--- config.mk ---
export PLATFORM = sky130hd
export DESIGN_NAME = wrreq_arb_wrr_flat
export DESIGN_NICKNAME = d
export VERILOG_FILES = /design/src/rtl/wrreq_arb_pkg.sv /design/src/rtl/wrreq_arb_wrr_if.sv /design/src/rtl/wrreq_arb_wrr_rr_pick.sv /design/src/rtl/wrreq_arb_wrr.sv /design/src/flat_wrapper.sv
export SDC_FILE = /design/constraint.sdc
export NUM_CORES = 1
export LEC_CHECK = 0
export ABC_AREA = 1
export CORE_AREA = 5 5 269 271
export CTS_CLUSTER_SIZE = 24
export DETAILED_ROUTE_END_ITERATION = 6
export DIE_AREA = 0 0 274 276
export GPL_ROUTABILITY_DRIVEN = 0
export PLACE_DENSITY = 0.38
export SLEW_MARGIN = 15
export SYNTH_ARGS = -nofsm -noshare
export SYNTH_HDL_FRONTEND = slang
export SYNTH_HIERARCHICAL = 1
export SYNTH_SLANG_ARGS = --single-unit
--- constraint.sdc ---
create_clock -name clk -period 2.9 [get_ports clk]
set_input_delay 0.725 -clock clk [delete_from_list [all_inputs] [get_ports clk]]
set_output_delay 0.725 -clock clk [all_outputs]
set_load 0.1 [all_outputs]
--- src/rtl/wrreq_arb_pkg.sv ---
`default_nettype none
// +----------------------------------------------------------------------------+
// | Package     : wrreq_arb_pkg                                                |
// | Description : Shared types and helpers for the weighted round-robin write  |
// |               request arbiter: FSM state encoding and the cyclic           |
// |               first-set search used by the request picker.                 |
// | Revision    : 1.0  initial release                                         |
// +----------------------------------------------------------------------------+
package wrreq_arb_pkg;

  localparam int MAX_CH    = 16;
  localparam int MAX_SEL_W = 4;

  typedef enum logic [1:0] {
    IDLE = 2'd0,
    BUSY = 2'd1,
    GAP  = 2'd2
  } state_t;

  typedef struct packed {
    logic                 valid;
    logic [MAX_SEL_W-1:0] idx;
  } pick_t;

  // First set bit of req found cyclically starting at ptr, over n channels.
  // The scan runs from the far end back towards ptr so the last hit written
  // is the nearest one, which keeps the loop free of early exits.
  function automatic pick_t rr_first(input logic [MAX_CH-1:0]    req,
                                     input logic [MAX_SEL_W-1:0] ptr,
                                     input int                   n);
    pick_t                res;
    logic [MAX_SEL_W:0]   sum;
    logic [MAX_SEL_W-1:0] idx;
    res = '0;
    for (int k = MAX_CH - 1; k >= 0; k--) begin
      if (k < n) begin
        sum = {1'b0, ptr} + (MAX_SEL_W+1)'(k);
        if (sum >= (MAX_SEL_W+1)'(n)) begin
          sum = sum - (MAX_SEL_W+1)'(n);
        end
        idx = sum[MAX_SEL_W-1:0];
        if (req[idx]) begin
          res.valid = 1'b1;
          res.idx   = idx;
        end
      end
    end
    return res;
  endfunction

endpackage
`default_nettype wire

--- src/rtl/wrreq_arb_wrr_if.sv ---
`default_nettype none
// +----------------------------------------------------------------------------+
// | Interface   : wrreq_arb_wrr_if                                             |
// | Description : Client-side and core-side write request bus of the arbiter.  |
// |   master : arbiter view  (clients/core inputs in, routed results out)      |
// |   slave  : environment view (clients and DDR3 core)                        |
// |   Client side : wr_req_, wr_addr_, wr_num_, wr_data_, weight_ (packed per  |
// |                 channel), wr_grant_, wr_finish_ (routed back)              |
// |   Core side   : wr_req, wr_addr, wr_num, wr_data, wr_grant, wr_finish      |
// |   Status      : arb_sel (owner index), arb_busy                            |
// | Revision    : 1.0  initial release                                         |
// +----------------------------------------------------------------------------+
interface wrreq_arb_wrr_if #(
  parameter int APP_DATA_WIDTH = 128,
  parameter int APP_ADDR_WIDTH = 28,
  parameter int CHANNEL_NUM    = 3,
  parameter int NUM_WIDTH      = 10,
  parameter int WEIGHT_WIDTH   = 4
);
  localparam int SEL_W = $clog2(CHANNEL_NUM);

  logic [CHANNEL_NUM-1:0]                wr_req_;
  logic [APP_ADDR_WIDTH*CHANNEL_NUM-1:0] wr_addr_;
  logic [NUM_WIDTH*CHANNEL_NUM-1:0]      wr_num_;
  logic [APP_DATA_WIDTH*CHANNEL_NUM-1:0] wr_data_;
  logic [WEIGHT_WIDTH*CHANNEL_NUM-1:0]   weight_;
  logic [CHANNEL_NUM-1:0]                wr_grant_;
  logic [CHANNEL_NUM-1:0]                wr_finish_;
  logic                                  wr_req;
  logic [APP_ADDR_WIDTH-1:0]             wr_addr;
  logic [NUM_WIDTH-1:0]                  wr_num;
  logic [APP_DATA_WIDTH-1:0]             wr_data;
  logic                                  wr_grant;
  logic                                  wr_finish;
  logic [SEL_W-1:0]                      arb_sel;
  logic                                  arb_busy;

  modport master (
    input  wr_req_, wr_addr_, wr_num_, wr_data_, weight_, wr_grant, wr_finish,
    output wr_grant_, wr_finish_, wr_req, wr_addr, wr_num, wr_data, arb_sel, arb_busy
  );

  modport slave (
    output wr_req_, wr_addr_, wr_num_, wr_data_, weight_, wr_grant, wr_finish,
    input  wr_grant_, wr_finish_, wr_req, wr_addr, wr_num, wr_data, arb_sel, arb_busy
  );

endinterface
`default_nettype wire

--- src/rtl/wrreq_arb_wrr_rr_pick.sv ---
`default_nettype none
// +----------------------------------------------------------------------------+
// | Module      : rr_pick                                                      |
// | Description : Combinational cyclic priority picker. Returns the first set  |
// |               request at or after ptr (wrapping) and a valid flag.         |
// |   req_i   : request vector, CHANNEL_NUM bits                               |
// |   ptr_i   : search start index                                             |
// |   idx_o   : winning channel index                                          |
// |   valid_o : high when any request is set                                   |
// | Revision    : 1.0  initial release                                         |
// +----------------------------------------------------------------------------+
module rr_pick #(
  parameter int CHANNEL_NUM = 3,
  parameter int SEL_W       = $clog2(CHANNEL_NUM)
) (
  input  logic [CHANNEL_NUM-1:0] req_i,
  input  logic [SEL_W-1:0]       ptr_i,
  output logic [SEL_W-1:0]       idx_o,
  output logic                   valid_o
);
  import wrreq_arb_pkg::*;

  logic [MAX_CH-1:0]    w_req_pad;
  logic [MAX_SEL_W-1:0] w_ptr_pad;
  pick_t                w_pick;
  logic                 w_unused_idx;

  always_comb begin
    w_req_pad                  = '0;
    w_req_pad[CHANNEL_NUM-1:0] = req_i;
    w_ptr_pad                  = '0;
    w_ptr_pad[SEL_W-1:0]       = ptr_i;
    w_pick                     = rr_first(w_req_pad, w_ptr_pad, CHANNEL_NUM);
  end

  assign idx_o        = w_pick.idx[SEL_W-1:0];
  assign valid_o      = w_pick.valid;
  // Index bits above SEL_W are always zero for a legal channel count.
  assign w_unused_idx = ^w_pick.idx;

endmodule
`default_nettype wire

--- src/rtl/wrreq_arb_wrr.sv ---
`default_nettype none
// +----------------------------------------------------------------------------+
// | Module      : wrreq_arb_wrr                                                |
// | Description : Weighted round-robin arbiter of CHANNEL_NUM write clients    |
// |               onto the single write port of the DDR3 core. Winner request, |
// |               address and burst count are registered; per-beat grant and   |
// |               finish are routed back to the owner only while BUSY.         |
// |   clk, rst   : clock, synchronous active-high reset                        |
// |   bus        : wrreq_arb_wrr_if.master (client, core and status signals)   |
// |   grant_cnt_ : per-channel saturating finish counters (32 bits each),      |
// |                present only when WRREQ_ARB_STAT_EN is defined              |
// | Revision    : 1.0  initial release                                         |
// +----------------------------------------------------------------------------+
module wrreq_arb_wrr #(
  parameter int APP_DATA_WIDTH = 128,
  parameter int APP_ADDR_WIDTH = 28,
  parameter int CHANNEL_NUM    = 3,
  parameter int NUM_WIDTH      = 10,
  parameter int WEIGHT_WIDTH   = 4
) (
  input  logic            clk,
  input  logic            rst,
  wrreq_arb_wrr_if.master bus
`ifdef WRREQ_ARB_STAT_EN
  ,
  output logic [32*CHANNEL_NUM-1:0] grant_cnt_
`endif
);
  import wrreq_arb_pkg::*;

  localparam int SEL_W = $clog2(CHANNEL_NUM);

  state_t                    state_q, state_d;
  logic [SEL_W-1:0]          sel_q, sel_d;
  logic [SEL_W-1:0]          ptr_q, ptr_d;
  logic                      req_q, req_d;
  logic [APP_ADDR_WIDTH-1:0] addr_q, addr_d;
  logic [NUM_WIDTH-1:0]      num_q, num_d;
  logic [WEIGHT_WIDTH-1:0]   cnt_q [CHANNEL_NUM];
  logic [WEIGHT_WIDTH-1:0]   cnt_d [CHANNEL_NUM];

  logic [SEL_W-1:0]          w_pick_idx;
  logic                      w_pick_valid;
  logic [WEIGHT_WIDTH-1:0]   w_wt;
  logic [WEIGHT_WIDTH:0]     w_wt_eff;
  logic [WEIGHT_WIDTH:0]     w_cnt_inc;
  logic [SEL_W-1:0]          w_sel_nxt;
  logic                      w_busy;
  logic                      w_fin;

  rr_pick #(
    .CHANNEL_NUM (CHANNEL_NUM),
    .SEL_W       (SEL_W)
  ) u_pick (
    .req_i   (bus.wr_req_),
    .ptr_i   (ptr_q),
    .idx_o   (w_pick_idx),
    .valid_o (w_pick_valid)
  );

  assign w_busy = (state_q == BUSY);
  assign w_fin  = w_busy && bus.wr_finish;

  // Weight is read live so a change lands at the next finish comparison;
  // a zero weight still grants one burst per turn.
  assign w_wt      = bus.weight_[int'(sel_q)*WEIGHT_WIDTH +: WEIGHT_WIDTH];
  assign w_wt_eff  = (w_wt == '0) ? (WEIGHT_WIDTH+1)'(1) : {1'b0, w_wt};
  assign w_cnt_inc = {1'b0, cnt_q[sel_q]} + (WEIGHT_WIDTH+1)'(1);
  assign w_sel_nxt = (sel_q == SEL_W'(CHANNEL_NUM - 1)) ? '0 : sel_q + 1'b1;

  always_comb begin
    state_d = state_q;
    sel_d   = sel_q;
    ptr_d   = ptr_q;
    req_d   = req_q;
    addr_d  = addr_q;
    num_d   = num_q;
    cnt_d   = cnt_q;
    case (state_q)
      IDLE: begin
        if (w_pick_valid) begin
          sel_d   = w_pick_idx;
          req_d   = 1'b1;
          addr_d  = bus.wr_addr_[int'(w_pick_idx)*APP_ADDR_WIDTH +: APP_ADDR_WIDTH];
          num_d   = bus.wr_num_[int'(w_pick_idx)*NUM_WIDTH +: NUM_WIDTH];
          state_d = BUSY;
        end
      end
      BUSY: begin
        // A request dropped mid-burst is ignored; only finish ends BUSY.
        if (bus.wr_finish) begin
          req_d   = 1'b0;
          state_d = GAP;
          if (w_cnt_inc >= w_wt_eff) begin
            cnt_d[sel_q] = '0;
            ptr_d        = w_sel_nxt;
          end else begin
            cnt_d[sel_q] = w_cnt_inc[WEIGHT_WIDTH-1:0];
            ptr_d        = sel_q;
          end
        end
      end
      GAP: begin
        // One idle cycle lets the finished client drop its request.
        state_d = IDLE;
      end
      default: state_d = IDLE;
    endcase
  end

  always_ff @(posedge clk) begin
    if (rst) begin
      state_q <= IDLE;
      sel_q   <= '0;
      ptr_q   <= '0;
      req_q   <= 1'b0;
      addr_q  <= '0;
      num_q   <= '0;
      for (int i = 0; i < CHANNEL_NUM; i++) begin
        cnt_q[i] <= '0;
      end
    end else begin
      state_q <= state_d;
      sel_q   <= sel_d;
      ptr_q   <= ptr_d;
      req_q   <= req_d;
      addr_q  <= addr_d;
      num_q   <= num_d;
      for (int i = 0; i < CHANNEL_NUM; i++) begin
        cnt_q[i] <= cnt_d[i];
      end
    end
  end

  assign bus.wr_req    = req_q;
  assign bus.wr_addr   = addr_q;
  assign bus.wr_num    = num_q;
  assign bus.wr_data   = bus.wr_data_[int'(sel_q)*APP_DATA_WIDTH +: APP_DATA_WIDTH];
  assign bus.arb_sel   = sel_q;
  assign bus.arb_busy  = w_busy;
  assign bus.wr_grant_ = w_busy ? ({{(CHANNEL_NUM-1){1'b0}}, bus.wr_grant} << sel_q) : '0;
  assign bus.wr_finish_= w_busy ? ({{(CHANNEL_NUM-1){1'b0}}, bus.wr_finish} << sel_q) : '0;

`ifdef WRREQ_ARB_STAT_EN
  generate
    for (genvar i = 0; i < CHANNEL_NUM; i++) begin : g_stat
      logic [31:0] stat_q;
      always_ff @(posedge clk) begin
        if (rst) begin
          stat_q <= '0;
        end else if (w_fin && (sel_q == SEL_W'(i)) && (stat_q != '1)) begin
          stat_q <= stat_q + 32'd1;
        end
      end
      assign grant_cnt_[32*i +: 32] = stat_q;
    end
  endgenerate
`endif

endmodule
`default_nettype wire
--- src/flat_wrapper.sv ---
// flat-port wrapper written by rule: the top's interface ports become plain ports
module wrreq_arb_wrr_flat import wrreq_arb_pkg::*;
#(
  parameter int APP_DATA_WIDTH = 128,
  parameter int APP_ADDR_WIDTH = 28,
  parameter int CHANNEL_NUM    = 3,
  parameter int NUM_WIDTH      = 10,
  parameter int WEIGHT_WIDTH   = 4
)
  (clk, rst, bus_wr_req_, bus_wr_addr_, bus_wr_num_, bus_wr_data_, bus_weight_, bus_wr_grant, bus_wr_finish, bus_wr_grant_, bus_wr_finish_, bus_wr_req, bus_wr_addr, bus_wr_num, bus_wr_data, bus_arb_sel, bus_arb_busy);
  wrreq_arb_wrr_if #(.APP_DATA_WIDTH(APP_DATA_WIDTH), .APP_ADDR_WIDTH(APP_ADDR_WIDTH), .CHANNEL_NUM(CHANNEL_NUM), .NUM_WIDTH(NUM_WIDTH), .WEIGHT_WIDTH(WEIGHT_WIDTH)) bus_i ();
  input  logic clk;
  input  logic rst;
  input wire logic [$bits(bus_i.wr_req_)-1:0] bus_wr_req_;
  input wire logic [$bits(bus_i.wr_addr_)-1:0] bus_wr_addr_;
  input wire logic [$bits(bus_i.wr_num_)-1:0] bus_wr_num_;
  input wire logic [$bits(bus_i.wr_data_)-1:0] bus_wr_data_;
  input wire logic [$bits(bus_i.weight_)-1:0] bus_weight_;
  input wire logic [$bits(bus_i.wr_grant)-1:0] bus_wr_grant;
  input wire logic [$bits(bus_i.wr_finish)-1:0] bus_wr_finish;
  output wire logic [$bits(bus_i.wr_grant_)-1:0] bus_wr_grant_;
  output wire logic [$bits(bus_i.wr_finish_)-1:0] bus_wr_finish_;
  output wire logic [$bits(bus_i.wr_req)-1:0] bus_wr_req;
  output wire logic [$bits(bus_i.wr_addr)-1:0] bus_wr_addr;
  output wire logic [$bits(bus_i.wr_num)-1:0] bus_wr_num;
  output wire logic [$bits(bus_i.wr_data)-1:0] bus_wr_data;
  output wire logic [$bits(bus_i.arb_sel)-1:0] bus_arb_sel;
  output wire logic [$bits(bus_i.arb_busy)-1:0] bus_arb_busy;
  assign bus_i.wr_req_ = bus_wr_req_;
  assign bus_i.wr_addr_ = bus_wr_addr_;
  assign bus_i.wr_num_ = bus_wr_num_;
  assign bus_i.wr_data_ = bus_wr_data_;
  assign bus_i.weight_ = bus_weight_;
  assign bus_i.wr_grant = bus_wr_grant;
  assign bus_i.wr_finish = bus_wr_finish;
  assign bus_wr_grant_ = bus_i.wr_grant_;
  assign bus_wr_finish_ = bus_i.wr_finish_;
  assign bus_wr_req = bus_i.wr_req;
  assign bus_wr_addr = bus_i.wr_addr;
  assign bus_wr_num = bus_i.wr_num;
  assign bus_wr_data = bus_i.wr_data;
  assign bus_arb_sel = bus_i.arb_sel;
  assign bus_arb_busy = bus_i.arb_busy;
  wrreq_arb_wrr #(.APP_DATA_WIDTH(APP_DATA_WIDTH), .APP_ADDR_WIDTH(APP_ADDR_WIDTH), .CHANNEL_NUM(CHANNEL_NUM), .NUM_WIDTH(NUM_WIDTH), .WEIGHT_WIDTH(WEIGHT_WIDTH)) u_core (.clk(clk), .rst(rst), .bus(bus_i));
endmodule
Word-level counts from Yosys, hierarchy flattened
Cells that the tools add are included.

Bits in registers: 57. Output and inout bits: 176.

Add/subtract/negate cells: 7. Multipliers: 2. $lt $le $gt $ge: 9. Equal/unequal tests: 4. Shifts and indexed selects: 6. Multiplexer cells: 30. Bitwise gates (word level): 3. Reductions and logical operators: 8.

Operators with widths (count): $shiftx A384 B10 Y128 (1); $shiftx A84 B32 Y28 (1); $shiftx A30 B32 Y10 (1); $mux W4 (7); $lt A4 B5 Y1 const B (3); $mux W5 (3); $and A12 B12 Y12 (1); $bmux W1 S4 (3); $bwmux W12 (1); $mux W12 (1); $not A12 Y12 (1); $shiftx A12 B5 Y4 (1); $mul A2 B3 Y5 const B (2); $bmux W4 S2 (1); $demux W4 S2 (1); $mux W2 (4); $sub A3 B2 Y4 const B (2); $mux W3 (2); $reduce_and A2 Y1 (3); $shl A1 B2 Y3 (2); $add A4 B1 Y5 const B (1); $ge A5 B2 Y1 const B (1); $ge A5 B5 Y1 (1); $mux W1 (5); other kinds (19) (20).

Logic depth before layout (Yosys ltp)
Depth after elaboration: 10. Gate-level depth with buffers: 23. Gate-level depth less buffers: 22.

Cells and area by module
The synthesis kept the hierarchy.

Modules (own cells, without submodules): wrreq_arb_wrr (times used 1, cells each 1022, area each 5454.0 um2, sequential area each 1141.1 um2); rr_pick (times used 1, cells each 39, area each 229.0 um2, sequential area each 0.0 um2).

Worst setup path before layout
Ideal clock, no wire load.

Kind: register to output. Start point: register u_core.state_q[0]. End point: output port bus_wr_finish_[0]. Data arrival time: 3.012 ns. Data required time: 2.175 ns. Path slack: -0.837 ns. Cell stages (with the launch flop): 5. Buffers on the path: 0. Cells stage by stage: dfxtp_1 inv_1 nor2_2 nand2_1 nor2_1.

Word-level cells in the longest chain between the ends: 2.

Ends and longest elaborated chain: from (decl) (RTL line wrreq_arb_wrr.sv:33) `state_t state_q, state_d;`; from (signal assigned) (RTL line wrreq_arb_wrr.sv:123) `state_q <= state_d;`; $eq A2 B1 Y1 (RTL line wrreq_arb_wrr.sv:61) `assign w_busy = (state_q == BUSY);`; via bus_arb_busy (RTL line flat_wrapper.sv:28) `output wire logic [$bits(bus_i.arb_busy)-1:0] bus_arb_busy;`; $mux W3 (RTL line wrreq_arb_wrr.sv:142) `assign bus.wr_finish_= w_busy ? ({{(CHANNEL_NUM-1){1'b0}}, bus.wr_finish} << sel_q) : '0;`; to (decl) (RTL line flat_wrapper.sv:22) `output wire logic [$bits(bus_i.wr_finish_)-1:0] bus_wr_finish_;`.

The timed path passes the listed nets, and every way through them passes these cells.

Worst setup path after layout
Start point: register u_core.sel_q[1] (netlist: u_core/bus.arb_sel[1]). End point: output port bus_wr_data[75].

Word-level cells in the longest chain between the ends: 1.

Ends and longest elaborated chain: from (decl) (RTL line wrreq_arb_wrr.sv:34) `logic [SEL_W-1:0] sel_q, sel_d;`; from (signal assigned) (RTL line wrreq_arb_wrr.sv:124) `sel_q <= sel_d;`; $shiftx A384 B10 Y128 (RTL line wrreq_arb_wrr.sv:138) `assign bus.wr_data = bus.wr_data_[int'(sel_q)*APP_DATA_WIDTH +: APP_DATA_WIDTH];`; to (decl) (RTL line flat_wrapper.sv:26) `output wire logic [$bits(bus_i.wr_data)-1:0] bus_wr_data;`.

No other way between the ends.

==> reports/summary.md <==
• finished clean — outcome
• 7749 — Filler cells
• 353.1 MHz — f_max
• 2 — Cells on Worst Hold Path
• 0.38 ns — CP peak stage delay
• 7.004 nW — P_leak
• 3.852 — vias per cell
• 9 — Num CTS Buffers
• 0 — DRC violation count after routing
• 274 um — die width
• 0.009078 ns — Clock Skew
• 0.1766 — global routing usage summed across all routing layers
• 0.1617 — GR Layer Usage met1
• 2290 — fin nets
• 0.08172 — effective utilization at floorplan
• flop to flop — worst hold-check path type
• 1588 — synthesized netlist net count
• 3 — level count of the clock H-tree
• 2.11 ns — WP data arrival
• 0 — count of nets left with antenna violations after detail routing
• 2.832 ns — final critical path time including I/O delays and setup
• u_core/bus.arb_sel[1] — Critical path origin
• 11020 — via count of the first global-routing pass
• sky130_fd_sc_hd__nand2_1 (30%), sky130_fd_sc_hd__dfxtp_1 (20%), sky130_fd_sc_hd__nand3_1 (14%) — top cells by area, synth
• 57 — number of sinks driven by the clock tree
• nor2_4 > buf_12 > buf_4 > bufbuf_16 > nand2_1 > nand3_2 > buf_12 — worst-path cell chain
• sky130_fd_sc_hd__clkbuf_16 — cell at the root of the clock tree
• 76 — antenna violations before repair
• 93120 um — wire length of the first global-routing pass
• 0 ns — final sum of negative setup slack
• 276 um — vertical die dimension
• 0.4735 ns — Worst Hold Margin
• 2732 — number of standard cells in the layout, taps in and fillers out
• u_core/bus.arb_sel[1] — Reg-to-Reg Start
• 57 — Synth Register Bits
• 693 — ports placed on the boundary
• 26.16 um — average wire per standard cell
• 0.35 ns — Clk Latency, worst-skew pair
• 0.4704 ns — slew at the pin with the worst max-slew slack
• 0.2494 — share of final-layout standard cells stronger than drive strength 1
• 0.2394 — utilization after layout
• 0 — number of synthesized flops with an enable pin
• sky130_fd_sc_hd__dfxtp_1 — most used flip-flop cell after synthesis
• 1174 nW/um^2 — power density over the cells
• 0 — final hold violation count
• 10520 — via count
• 69540 sq um — area of the placeable core
• 0.3278 — met2 Use GR
• 5683 sq um — synthesized cell area
• 0.6857 — worst relative slew slack
• 0.08679 — met3 layer usage reported by global route
• 97 — total number of placement rows
• output port — CP endpoint kind
• 5.356 sq um — average size of a mapped cell
• flop — crit start category
• met2 — GRT busiest layer
• 0 — final global-route overflow total
• 0 — fraction of registers with async set or reset after synthesis
• yes — TritonCTS clock tree
• 0.6103 mV — worst IR drop on VDD
• 0.06 ns — clock edge transition at the registers on the reported setup and hold paths
• bus_wr_data[75] — last element of the critical path
• u_core/cnt_q[8] — R2R Path End
• 6 — synth warn
• 2681 — cell count after placement
• flop to output port — WS Path Type
• buffers and inverters — family with the most delay on the worst path
• yes — unrepaired setup endpoints after global routing
• 0 — Setup violations, final
• 193.0% — area grow syn2layout
• 479 — 1st-iter DRT viols
• 0.2008 — Seq/Total Area, Yosys
• 0.3012 — Synth top area share
• 19.54 mW — overall power after layout
• sky130_fd_sc_hd__buf_12 — most numerous cell on the critical path
• 31 — count of cell types in the netlist
• 68 — largest net degree at the start of global routing
• 0.9767 — fin crit share
• 4 — total iterations of the first detailed-routing run
• 31 — CP max FO
• sky130_fd_sc_hd__bufbuf_16 — worst-path cell with the longest stage delay
• 2.17 ns — CP Data Required Time
• 0 — Max Cap Viol
• 75620 sq um — total die area
• 1061 — number of instances in the synthesized netlist
• 0 — total count of max-transition violations in the final report
• sky130_fd_sc_hd__nand2_1 — post-synthesis cell type with the largest combined area
• 2 — worst-case clock buffer depth
• 19 — worst reg-to-reg path cell count
• 71460 um — total wirelength of the detailed-routed design
• 4 — buffers and inverters on the worst path
• 0.17 ns — worst reg2reg setup slack
• 7 — depth of the critical timing path with buffers and inverters included
• 692 — number of port buffers
• 62580 um — HPWL after DPL
[registers in the layout (all words and copies together) (netlist names)]
signal and cells:
u_core/bus.wr_addr 28, u_core/cnt_q 12, u_core/bus.wr_num 10, u_core/bus.arb_sel 2
u_core/ptr_q 2, u_core/state_q 2, u_core/bus.wr_req 1
[report_power, final]
| part | total (mW) | internal, mW | switching (mW) |
|---|---|---|---|
| clock network | 1.07 | 0.663 | 0.403 |
| registers | 1.15 | 1.00 | 0.152 |
| logic | 17.3 | 5.66 | 11.7 |
[cells by family (layout without fill, tap and decap cells)]
| kind of cell | after synthesis | count (layout) | synth area share |
|---|---|---|---|
| AOI/OAI and AO/OA | 168 | 168 | 0.1605 |
| DFF | 57 | 57 | 0.2008 |
| buffers and inverters | 108 | 815 | 0.08388 |
| other | 0 | 24 | 0 |
| adders and majority gates | 10 | 10 | 0.02202 |
| and+or+nand+nor | 718 | 718 | 0.5328 |
[cells in the mapped netlist, types with 4 or more instances]
cell type / instances
sky130_fd_sc_hd__o21ai_0: 63
sky130_fd_sc_hd__nand3_1: 160
sky130_fd_sc_hd__clkbuf_1: 32
sky130_fd_sc_hd__o211ai_1: 13
sky130_fd_sc_hd__a21oi_1: 69
sky130_fd_sc_hd__a31oi_1: 11
sky130_fd_sc_hd__nand3_2: 7
sky130_fd_sc_hd__inv_1: 28
sky130_fd_sc_hd__o21ai_1: 4
sky130_fd_sc_hd__nor2_1: 69
sky130_fd_sc_hd__inv_2: 6
sky130_fd_sc_hd__nand2_1: 456
sky130_fd_sc_hd__or2_2: 11
sky130_fd_sc_hd__ha_1: 10
sky130_fd_sc_hd__buf_2: 39
sky130_fd_sc_hd__dfxtp_1: 57
[metal layers]
layer | vias up | wire (um)
li1 | 4906 | -
met5 | - | 249
met3 | 155 | 8418
met4 | 36 | 2842
met1 | 4839 | 22410
met2 | 587 | 37540
[tightest hold or removal path: cells and delay by family, from the launching register on]
family,cells,cell delay (ns)
compound gates,1,0.05
flops,1,0.31
simple gates,1,0.06
[worst min path at each step]
stage                                 startpoint                     end  slack [ns]
after floorplan                  u_core/cnt_q[2]         u_core/cnt_q[2]        0.45
after global placement         u_core/bus.wr_req       u_core/bus.wr_req        0.45
after detailed placement       u_core/bus.wr_req       u_core/bus.wr_req        0.46
after CTS                      u_core/bus.wr_req       u_core/bus.wr_req        0.48
after global routing      u_core/bus.wr_addr[25]  u_core/bus.wr_addr[25]        0.51
final                          u_core/bus.wr_req       u_core/bus.wr_req        0.47
[layout make-up]
cell class	instances	area, sq um	share of cell area
clock inverters	5	56.30	0.003382
well taps	940	1176	0.07064
flip-flops and latches	57	1146	0.06884
diodes	24	60.06	0.003607
multi-input cells	896	4785	0.2874
inverters	34	132.6	0.007966
repair buffers	765	9061	0.5442
clock buffers	11	232.7	0.01398
[cells in the final DEF (no fill, tap or decap), drive strengths merged]
master         instances
o21a                   2
a21oi                 71
o21bai                 1
nand2                458
buf                  246
bufinv                 1
a31oi                 11
inv                   34
nor2                  74
a211oi                 1
clkinv                 3
diode                 24
bufbuf                 1
o21ai                 67
clkdlybuf4s50        516
ha                    10
and2                   1
clkbuf                13
or2                   13
nor3                   1
o211ai                13
a221oi                 2
nand4                  3
dfxtp                 57
clkinvlp               1
nand3                168
[what timing repair did]
action	CTS	global route
hold buffers	0	0
pin swaps	1	6
cloned	2	3
hold endpoints to repair	0	0
gates resized for setup	11	23
endpoints found under the setup margin	139	75
setup buffers	2	4
[through the flow]
| step | setup slack (ns) | instance area [sq um] |
|---|---|---|
| detailed placement | -0.4483 | 15990 |
| global route | -0.05024 | 16640 |
| CTS | -0.006913 | 16400 |
| global placement | -0.4146 | 15990 |
| finish | 0.06756 | 16650 |
| floorplan | 0.01560 | 6321 |
Note: power is estimated with default switching activity, not from simulation.
